$ cat config.mk
export PLATFORM = sky130hd
export DESIGN_NAME = ex_stage_flat
export DESIGN_NICKNAME = d
export VERILOG_FILES = /design/src/rtl/alu_pkg.sv /design/src/rtl/ex_stage_if.sv /design/src/rtl/ex_stage_alu.sv /design/src/rtl/ex_stage.sv /design/src/flat_wrapper.sv
export SDC_FILE = /design/constraint.sdc
export NUM_CORES = 1
export LEC_CHECK = 0
export ABC_CLOCK_PERIOD_IN_PS = 5200
export BUFFER_PORTS_ARGS = -buffer_cell sky130_fd_sc_hd__buf_4
export CORE_MARGIN = 1
export CORE_UTILIZATION = 40
export DETAILED_ROUTE_END_ITERATION = 8
export SLEW_MARGIN = 5
export SYNTH_ARGS = -nofsm -noshare
export SYNTH_HDL_FRONTEND = slang
export SYNTH_SLANG_ARGS = --single-unit
export TNS_END_PERCENT = 30
$ cat constraint.sdc
create_clock -name clk -period 5.2 [get_ports clk]
set_clock_uncertainty 0.05 [all_clocks]
set_input_delay 0.26 -clock clk [delete_from_list [all_inputs] [get_ports clk]]
set_output_delay 0.26 -clock clk [all_outputs]
set_load 0.005 [all_outputs]
$ cat src/rtl/alu_pkg.sv
// ALU control encoding shared by the ALU decoder and the execute stage.
package alu_pkg;

  localparam int ALU_CTRL_W = 4;

  typedef enum logic [ALU_CTRL_W-1:0] {
    ALU_ADD  = 4'b0000,
    ALU_SUB  = 4'b0001,
    ALU_AND  = 4'b0010,
    ALU_OR   = 4'b0011,
    ALU_XOR  = 4'b0100,
    ALU_SLT  = 4'b0101,
    ALU_SLL  = 4'b0110,
    ALU_SRL  = 4'b0111,
    ALU_SRA  = 4'b1000,
    ALU_SLTU = 4'b1001
  } alu_ctrl_t;

endpackage

$ cat src/rtl/ex_stage_if.sv
// ID/EX inputs, WB bypass, pipeline control and EX/MEM outputs of the execute stage.
interface ex_stage_if #(
  parameter int XLEN    = 32,
  parameter int RADDR_W = 5
);
  import alu_pkg::*;

  logic               id_valid;
  logic [ALU_CTRL_W-1:0] alu_ctrl;
  logic               alu_src;
  logic [RADDR_W-1:0] rs1_addr;
  logic [RADDR_W-1:0] rs2_addr;
  logic [XLEN-1:0]    rs1_data;
  logic [XLEN-1:0]    rs2_data;
  logic [XLEN-1:0]    imm;
  logic [RADDR_W-1:0] rd_addr;
  logic               reg_write;
  logic               stall;
  logic               flush;
  logic [RADDR_W-1:0] wb_rd_addr;
  logic               wb_reg_write;
  logic [XLEN-1:0]    wb_data;

  logic               exm_valid;
  logic [XLEN-1:0]    exm_result;
  logic [XLEN-1:0]    exm_store_data;
  logic [RADDR_W-1:0] exm_rd_addr;
  logic               exm_reg_write;
  logic               exm_zero;

  modport master (
    output id_valid, alu_ctrl, alu_src, rs1_addr, rs2_addr, rs1_data, rs2_data,
           imm, rd_addr, reg_write, stall, flush, wb_rd_addr, wb_reg_write, wb_data,
    input  exm_valid, exm_result, exm_store_data, exm_rd_addr, exm_reg_write, exm_zero
  );

  modport slave (
    input  id_valid, alu_ctrl, alu_src, rs1_addr, rs2_addr, rs1_data, rs2_data,
           imm, rd_addr, reg_write, stall, flush, wb_rd_addr, wb_reg_write, wb_data,
    output exm_valid, exm_result, exm_store_data, exm_rd_addr, exm_reg_write, exm_zero
  );

endinterface

$ cat src/rtl/ex_stage_alu.sv
// Combinational RV32I ALU; unknown control codes produce zero.
module alu
  import alu_pkg::*;
#(
  parameter int XLEN = 32
) (
  input  logic [XLEN-1:0]       a,
  input  logic [XLEN-1:0]       b,
  input  logic [ALU_CTRL_W-1:0] alu_ctrl,
  output logic [XLEN-1:0]       result
);

  logic [4:0] shamt;

  assign shamt = b[4:0];

  always_comb begin
    result = '0;
    case (alu_ctrl)
      ALU_ADD:  result = a + b;
      ALU_SUB:  result = a - b;
      ALU_AND:  result = a & b;
      ALU_OR:   result = a | b;
      ALU_XOR:  result = a ^ b;
      ALU_SLT:  result = {{(XLEN-1){1'b0}}, ($signed(a) < $signed(b))};
      ALU_SLTU: result = {{(XLEN-1){1'b0}}, (a < b)};
      ALU_SLL:  result = a << shamt;
      ALU_SRL:  result = a >> shamt;
      ALU_SRA:  result = $signed(a) >>> shamt;
      default:  result = '0;
    endcase
  end

endmodule

$ cat src/rtl/ex_stage.sv
// RV32I execute stage with EX/MEM pipeline register, stall and flush.
// Operand bypassing from EX/MEM and WB is compiled in only when EX_FORWARD_EN is defined.
module ex_stage
  import alu_pkg::*;
#(
  parameter int XLEN    = 32,
  parameter int RADDR_W = 5
) (
  input logic      clk,
  input logic      rst,
  ex_stage_if.slave bus
);

  logic               exm_valid_q;
  logic [XLEN-1:0]    exm_result_q;
  logic [XLEN-1:0]    exm_store_data_q;
  logic [RADDR_W-1:0] exm_rd_addr_q;
  logic               exm_reg_write_q;
  logic               exm_zero_q;

  logic [XLEN-1:0]    op_a;
  logic [XLEN-1:0]    fwd_b;
  logic [XLEN-1:0]    op_b;
  logic [XLEN-1:0]    alu_result;

`ifdef EX_FORWARD_EN
  logic exm_fwd_ok;
  logic wb_fwd_ok;

  // x0 is never a bypass source; EX/MEM is newer than WB so it wins.
  assign exm_fwd_ok = exm_reg_write_q && exm_valid_q && (exm_rd_addr_q != '0);
  assign wb_fwd_ok  = bus.wb_reg_write && (bus.wb_rd_addr != '0);

  always_comb begin
    op_a = bus.rs1_data;
    if (exm_fwd_ok && (exm_rd_addr_q == bus.rs1_addr))
      op_a = exm_result_q;
    else if (wb_fwd_ok && (bus.wb_rd_addr == bus.rs1_addr))
      op_a = bus.wb_data;

    fwd_b = bus.rs2_data;
    if (exm_fwd_ok && (exm_rd_addr_q == bus.rs2_addr))
      fwd_b = exm_result_q;
    else if (wb_fwd_ok && (bus.wb_rd_addr == bus.rs2_addr))
      fwd_b = bus.wb_data;
  end
`else
  logic unused_fwd_inputs;

  // Without bypassing, hazards are resolved by stalling upstream.
  assign unused_fwd_inputs = ^{bus.wb_rd_addr, bus.wb_reg_write, bus.wb_data,
                               bus.rs1_addr, bus.rs2_addr};

  always_comb begin
    op_a  = bus.rs1_data;
    fwd_b = bus.rs2_data;
  end
`endif

  assign op_b = bus.alu_src ? bus.imm : fwd_b;

  alu #(.XLEN(XLEN)) u_alu (
    .a        (op_a),
    .b        (op_b),
    .alu_ctrl (bus.alu_ctrl),
    .result   (alu_result)
  );

  // Flush only kills valid/write-enable; the data fields hold so the bubble is deterministic.
  always_ff @(posedge clk) begin
    if (rst) begin
      exm_valid_q      <= 1'b0;
      exm_result_q     <= '0;
      exm_store_data_q <= '0;
      exm_rd_addr_q    <= '0;
      exm_reg_write_q  <= 1'b0;
      exm_zero_q       <= 1'b0;
    end else if (bus.flush) begin
      exm_valid_q     <= 1'b0;
      exm_reg_write_q <= 1'b0;
    end else if (!bus.stall) begin
      exm_valid_q      <= bus.id_valid;
      exm_result_q     <= alu_result;
      exm_store_data_q <= fwd_b;
      exm_rd_addr_q    <= bus.rd_addr;
      exm_reg_write_q  <= bus.reg_write & bus.id_valid;
      exm_zero_q       <= (alu_result == '0);
    end
  end

  assign bus.exm_valid      = exm_valid_q;
  assign bus.exm_result     = exm_result_q;
  assign bus.exm_store_data = exm_store_data_q;
  assign bus.exm_rd_addr    = exm_rd_addr_q;
  assign bus.exm_reg_write  = exm_reg_write_q;
  assign bus.exm_zero       = exm_zero_q;

endmodule

$ cat src/flat_wrapper.sv
// flat-port wrapper written by rule: the top's interface ports become plain ports
module ex_stage_flat import alu_pkg::*;
#(
  parameter int XLEN    = 32,
  parameter int RADDR_W = 5
)
  (clk, rst, bus_id_valid, bus_alu_ctrl, bus_alu_src, bus_rs1_addr, bus_rs2_addr, bus_rs1_data, bus_rs2_data, bus_imm, bus_rd_addr, bus_reg_write, bus_stall, bus_flush, bus_wb_rd_addr, bus_wb_reg_write, bus_wb_data, bus_exm_valid, bus_exm_result, bus_exm_store_data, bus_exm_rd_addr, bus_exm_reg_write, bus_exm_zero);
  ex_stage_if #(.XLEN(XLEN), .RADDR_W(RADDR_W)) bus_i ();
  input logic clk;
  input logic rst;
  input wire logic [$bits(bus_i.id_valid)-1:0] bus_id_valid;
  input wire logic [$bits(bus_i.alu_ctrl)-1:0] bus_alu_ctrl;
  input wire logic [$bits(bus_i.alu_src)-1:0] bus_alu_src;
  input wire logic [$bits(bus_i.rs1_addr)-1:0] bus_rs1_addr;
  input wire logic [$bits(bus_i.rs2_addr)-1:0] bus_rs2_addr;
  input wire logic [$bits(bus_i.rs1_data)-1:0] bus_rs1_data;
  input wire logic [$bits(bus_i.rs2_data)-1:0] bus_rs2_data;
  input wire logic [$bits(bus_i.imm)-1:0] bus_imm;
  input wire logic [$bits(bus_i.rd_addr)-1:0] bus_rd_addr;
  input wire logic [$bits(bus_i.reg_write)-1:0] bus_reg_write;
  input wire logic [$bits(bus_i.stall)-1:0] bus_stall;
  input wire logic [$bits(bus_i.flush)-1:0] bus_flush;
  input wire logic [$bits(bus_i.wb_rd_addr)-1:0] bus_wb_rd_addr;
  input wire logic [$bits(bus_i.wb_reg_write)-1:0] bus_wb_reg_write;
  input wire logic [$bits(bus_i.wb_data)-1:0] bus_wb_data;
  output wire logic [$bits(bus_i.exm_valid)-1:0] bus_exm_valid;
  output wire logic [$bits(bus_i.exm_result)-1:0] bus_exm_result;
  output wire logic [$bits(bus_i.exm_store_data)-1:0] bus_exm_store_data;
  output wire logic [$bits(bus_i.exm_rd_addr)-1:0] bus_exm_rd_addr;
  output wire logic [$bits(bus_i.exm_reg_write)-1:0] bus_exm_reg_write;
  output wire logic [$bits(bus_i.exm_zero)-1:0] bus_exm_zero;
  assign bus_i.id_valid = bus_id_valid;
  assign bus_i.alu_ctrl = bus_alu_ctrl;
  assign bus_i.alu_src = bus_alu_src;
  assign bus_i.rs1_addr = bus_rs1_addr;
  assign bus_i.rs2_addr = bus_rs2_addr;
  assign bus_i.rs1_data = bus_rs1_data;
  assign bus_i.rs2_data = bus_rs2_data;
  assign bus_i.imm = bus_imm;
  assign bus_i.rd_addr = bus_rd_addr;
  assign bus_i.reg_write = bus_reg_write;
  assign bus_i.stall = bus_stall;
  assign bus_i.flush = bus_flush;
  assign bus_i.wb_rd_addr = bus_wb_rd_addr;
  assign bus_i.wb_reg_write = bus_wb_reg_write;
  assign bus_i.wb_data = bus_wb_data;
  assign bus_exm_valid = bus_i.exm_valid;
  assign bus_exm_result = bus_i.exm_result;
  assign bus_exm_store_data = bus_i.exm_store_data;
  assign bus_exm_rd_addr = bus_i.exm_rd_addr;
  assign bus_exm_reg_write = bus_i.exm_reg_write;
  assign bus_exm_zero = bus_i.exm_zero;
  ex_stage #(.XLEN(XLEN), .RADDR_W(RADDR_W)) u_core (.clk(clk), .rst(rst), .bus(bus_i));
endmodule
==> summary.txt <==
Timing
  – Period minus WS final: 4690 ps
  – Fin. Hold Viols: 0
  – RSZ-0062 raised after global routing: no
  – Worst-Margin Slew: 962 ps
  – Setup_tns: 0 ps
  – Max_slew headroom: 0.359
  – Final period util: 0.901
  – Final Max Tran Viols: 0
  – Achievable Freq: 0.213 GHz
  – Setup-failing EPs final: 0

Clocking
  – Num CTS Buffers: 9
  – Setup Fix Bufs, Post-CTS: 0
  – Clock Root Buffer: clkbuf_16
  – CTS tree: yes
  – Post-cts sizing count: 0
  – Clock Latency Late Sink: 360 ps
  – Maximum root-to-sink buffer count: 2
  – CTS H-Tree Depth: 3
  – CTS hold repair buffers: 0
  – Clock-pin slew on the worst setup and hold paths: 60 ps
  – Clock sink count: 72

Cells and area
  – Post-Layout Cell Count: 2227
  – Nets: 2093
  – Ratio of cells with drive above 1 in the final layout: 0.207
  – P&R area growth vs syn: 19.5%
  – Most common cell after layout, fill and taps aside: buf_4
  – Final core occ: 0.492
  – Diode count: 0
  – Most frequent cells in the layout: buf_4 (275), nand2_1 (205), a21oi_1 (161)

Routing
  – DR WL/cell: 29.0 um
  – DR pass1 iterations: 6
  – Total number of vias: 15.2k
  – Drt total wl: 64600 um
  – Routed vias/inst: 6.84
  – Starting DRT DRC Count: 1916
  – Post-DRT Antenna Nets: 0
  – DRC: 0

GRT
  – Gr usage total: 0.403
  – Global-route met3 utilization: 0.0671
  – Top Usage Layer GRT: met2
  – Grt ovf: 0
  – Antenna violations before repair: 2
  – First-pass GRT wire length: 92600 um
  – Met2 usage: 0.592
  – Number of global-route vias before repair: 13.9k
  – Largest net degree at the start of global routing: 72
  – Global Route met1 Usage: 0.555

Worst setup path
  – Worst Path Arrival: 4920 ps
  – Startpoint types: input port
  – CP Class: input port to flop
  – Crit path max fanout: 22
  – Worst EP required: 5440 ps
  – CP Capture Type: flop

Power
  – LEAKAGE: 6.29 nW
  – Worst VDD drop: 167 uV
  – Pwr per Cell Area: 201 mW/mm^2

Status
  – Status: finished, final reports clean

Synth
  – Synthesis Warnings: 0
  – Synth Cell Area: 0.0123 mm^2
  – #FFs+latches synth: 72
  – Sequential fraction of the synthesis area: 0.117
  – Syn Area/Cell: 7.35 um^2
  – Syn nets: 1938
  – Ys flop type: dfxtp_1
  – Post-synth EDFFs: 0
  – Ys async rst share: 0
  – Syn Inst Count: 1677
  – Post-synthesis cell type count: 90

Die
  – I/O Pins: 232
  – Die height: 178 um
  – Std-Cell Rows: 63
  – DIE AREA: 0.0315 mm^2
  – Core area: 0.0300 mm^2
  – Chip width: 178 um
  – Starting Density: 0.412

Worst hold path
  – Class of the worst hold path: input port to flop

Placed design
  – Routability cong.: 1.07
  – Inst Count DP: 2211
  – Port buffer count: 183
  – Detail Placement HPWL: 50800 um

Run
  – Maxcap violations: 0
==> flip-flops by register name, summed over array words and instances (netlist names) <==
signal and count:
u_core.bus.exm_reg_write 1, u_core.bus.exm_store_data 32, u_core.bus.exm_zero 1, u_core.bus.exm_rd_addr 5, u_core.bus.exm_valid 1, u_core.bus.exm_result 32
==> path summary, 6_finish.rpt <==
check / start / end / slack, ps / cells past startpoint
setup / recovery: bus_alu_src / u_core.bus.exm_zero$_SDFFE_PP0P_ / 510 / 15
hold reg to reg: u_core.bus.exm_store_data[17]$_SDFFE_PP0P_ / u_core.bus.exm_store_data[17]$_SDFFE_PP0P_ / 400 / 2
setup reg to reg: u_core.bus.exm_result[18]$_SDFFE_PP0P_ / u_core.bus.exm_result[18]$_SDFFE_PP0P_ / 4430 / 2
hold / removal: bus_flush / u_core.bus.exm_valid$_SDFFE_PP0N_ / 70 / 2
==> layout make-up <==
class                      instances  area, um^2
sequential                        72        1440
clock buffer                       9         225
timing repair buffer             277        2100
fill                            3108       15200
clock inverter                     7        62.6
multi-input combinational       1373       10000
inverter                          99         377
tap                              390         488
==> worst max-delay path, cell delays in order <==
cell	delay, ps
buf_4	170
buf_12	220
mux2i_1	520
ha_1	540
a2111oi_0	860
o221ai_1	430
o211ai_1	230
nand4_1	190
a31oi_1	250
o21ai_0	110
a311oi_1	500
nand4_1	150
nor4_1	200
nand2_1	90
o21ai_1	150
==> cells in the mapped netlist (6+ instances only) <==
cell,instances,share of area
a21o_1,11,0.0067
o31ai_1,19,0.012
a21oi_1,161,0.065
nand2b_1,7,0.0036
or4_1,6,0.0037
a221o_1,12,0.0097
dfxtp_1,72,0.12
mux2i_1,84,0.068
xnor2_1,10,0.0071
a211o_1,8,0.0057
o22ai_1,15,0.0076
nor2_1,155,0.047
a31oi_1,21,0.011
nor3_1,49,0.020
o311ai_0,6,0.0043
nand3_1,37,0.015
a2111oi_0,8,0.0057
or3_1,8,0.0041
inv_1,92,0.028
clkbuf_1,92,0.028
o211ai_1,36,0.022
o21ai_0,66,0.027
nand4_1,16,0.0081
nor2b_1,13,0.0066
nand2_1,205,0.062
a221oi_1,22,0.016
o21bai_1,9,0.0055
and2_1,6,0.0030
o221ai_1,14,0.0099
a32oi_1,10,0.0071
o2111ai_1,8,0.0057
mux4_2,50,0.091
ha_1,99,0.10
buf_1,17,0.0052
and3_1,11,0.0056
a211oi_1,39,0.024
a22oi_1,9,0.0055
nor4_1,24,0.012
buf_2,19,0.0077
==> where the power goes <==
group	leakage [nW]	total [W]	switching (W)	internal, W
clock	0.139	0.000606	0.000274	0.000332
combinational	5.56	0.00176	0.00111	0.000648
sequential	0.590	0.000600	0.0000170	0.000583
==> stage by stage <==
stage               hold WS, ps  area (um^2)  power, W  setup slack [ps]
finish                     70.0        14700   0.00296               514
global route               66.1        14700   0.00309               397
CTS                        52.4        14700   0.00293               612
detailed placement          397        14400   0.00231               277
global placement            392        14400   0.00230               242
floorplan                   289        12300   0.00161               350
==> routing by layer <==
metal / wire length, um / vias up
li1: - / 6672
met5: 25 / -
met4: 3760 / 4
met2: 27400 / 1023
met1: 26700 / 7380
met3: 6710 / 164
==> logic make-up (layout without fill, tap and decap cells) <==
family	Yosys count	after routing	share of synthesized area
muxes	146	146	0.179
buffers and inverters	232	392	0.0757
DFF	72	72	0.117
AOI/OAI and AO/OA	538	538	0.298
and+or+nand+nor	576	576	0.218
adders and majority gates	101	101	0.104
xor gates and xnor gates	12	12	0.00852
Power figures use the tool's default switching activity.
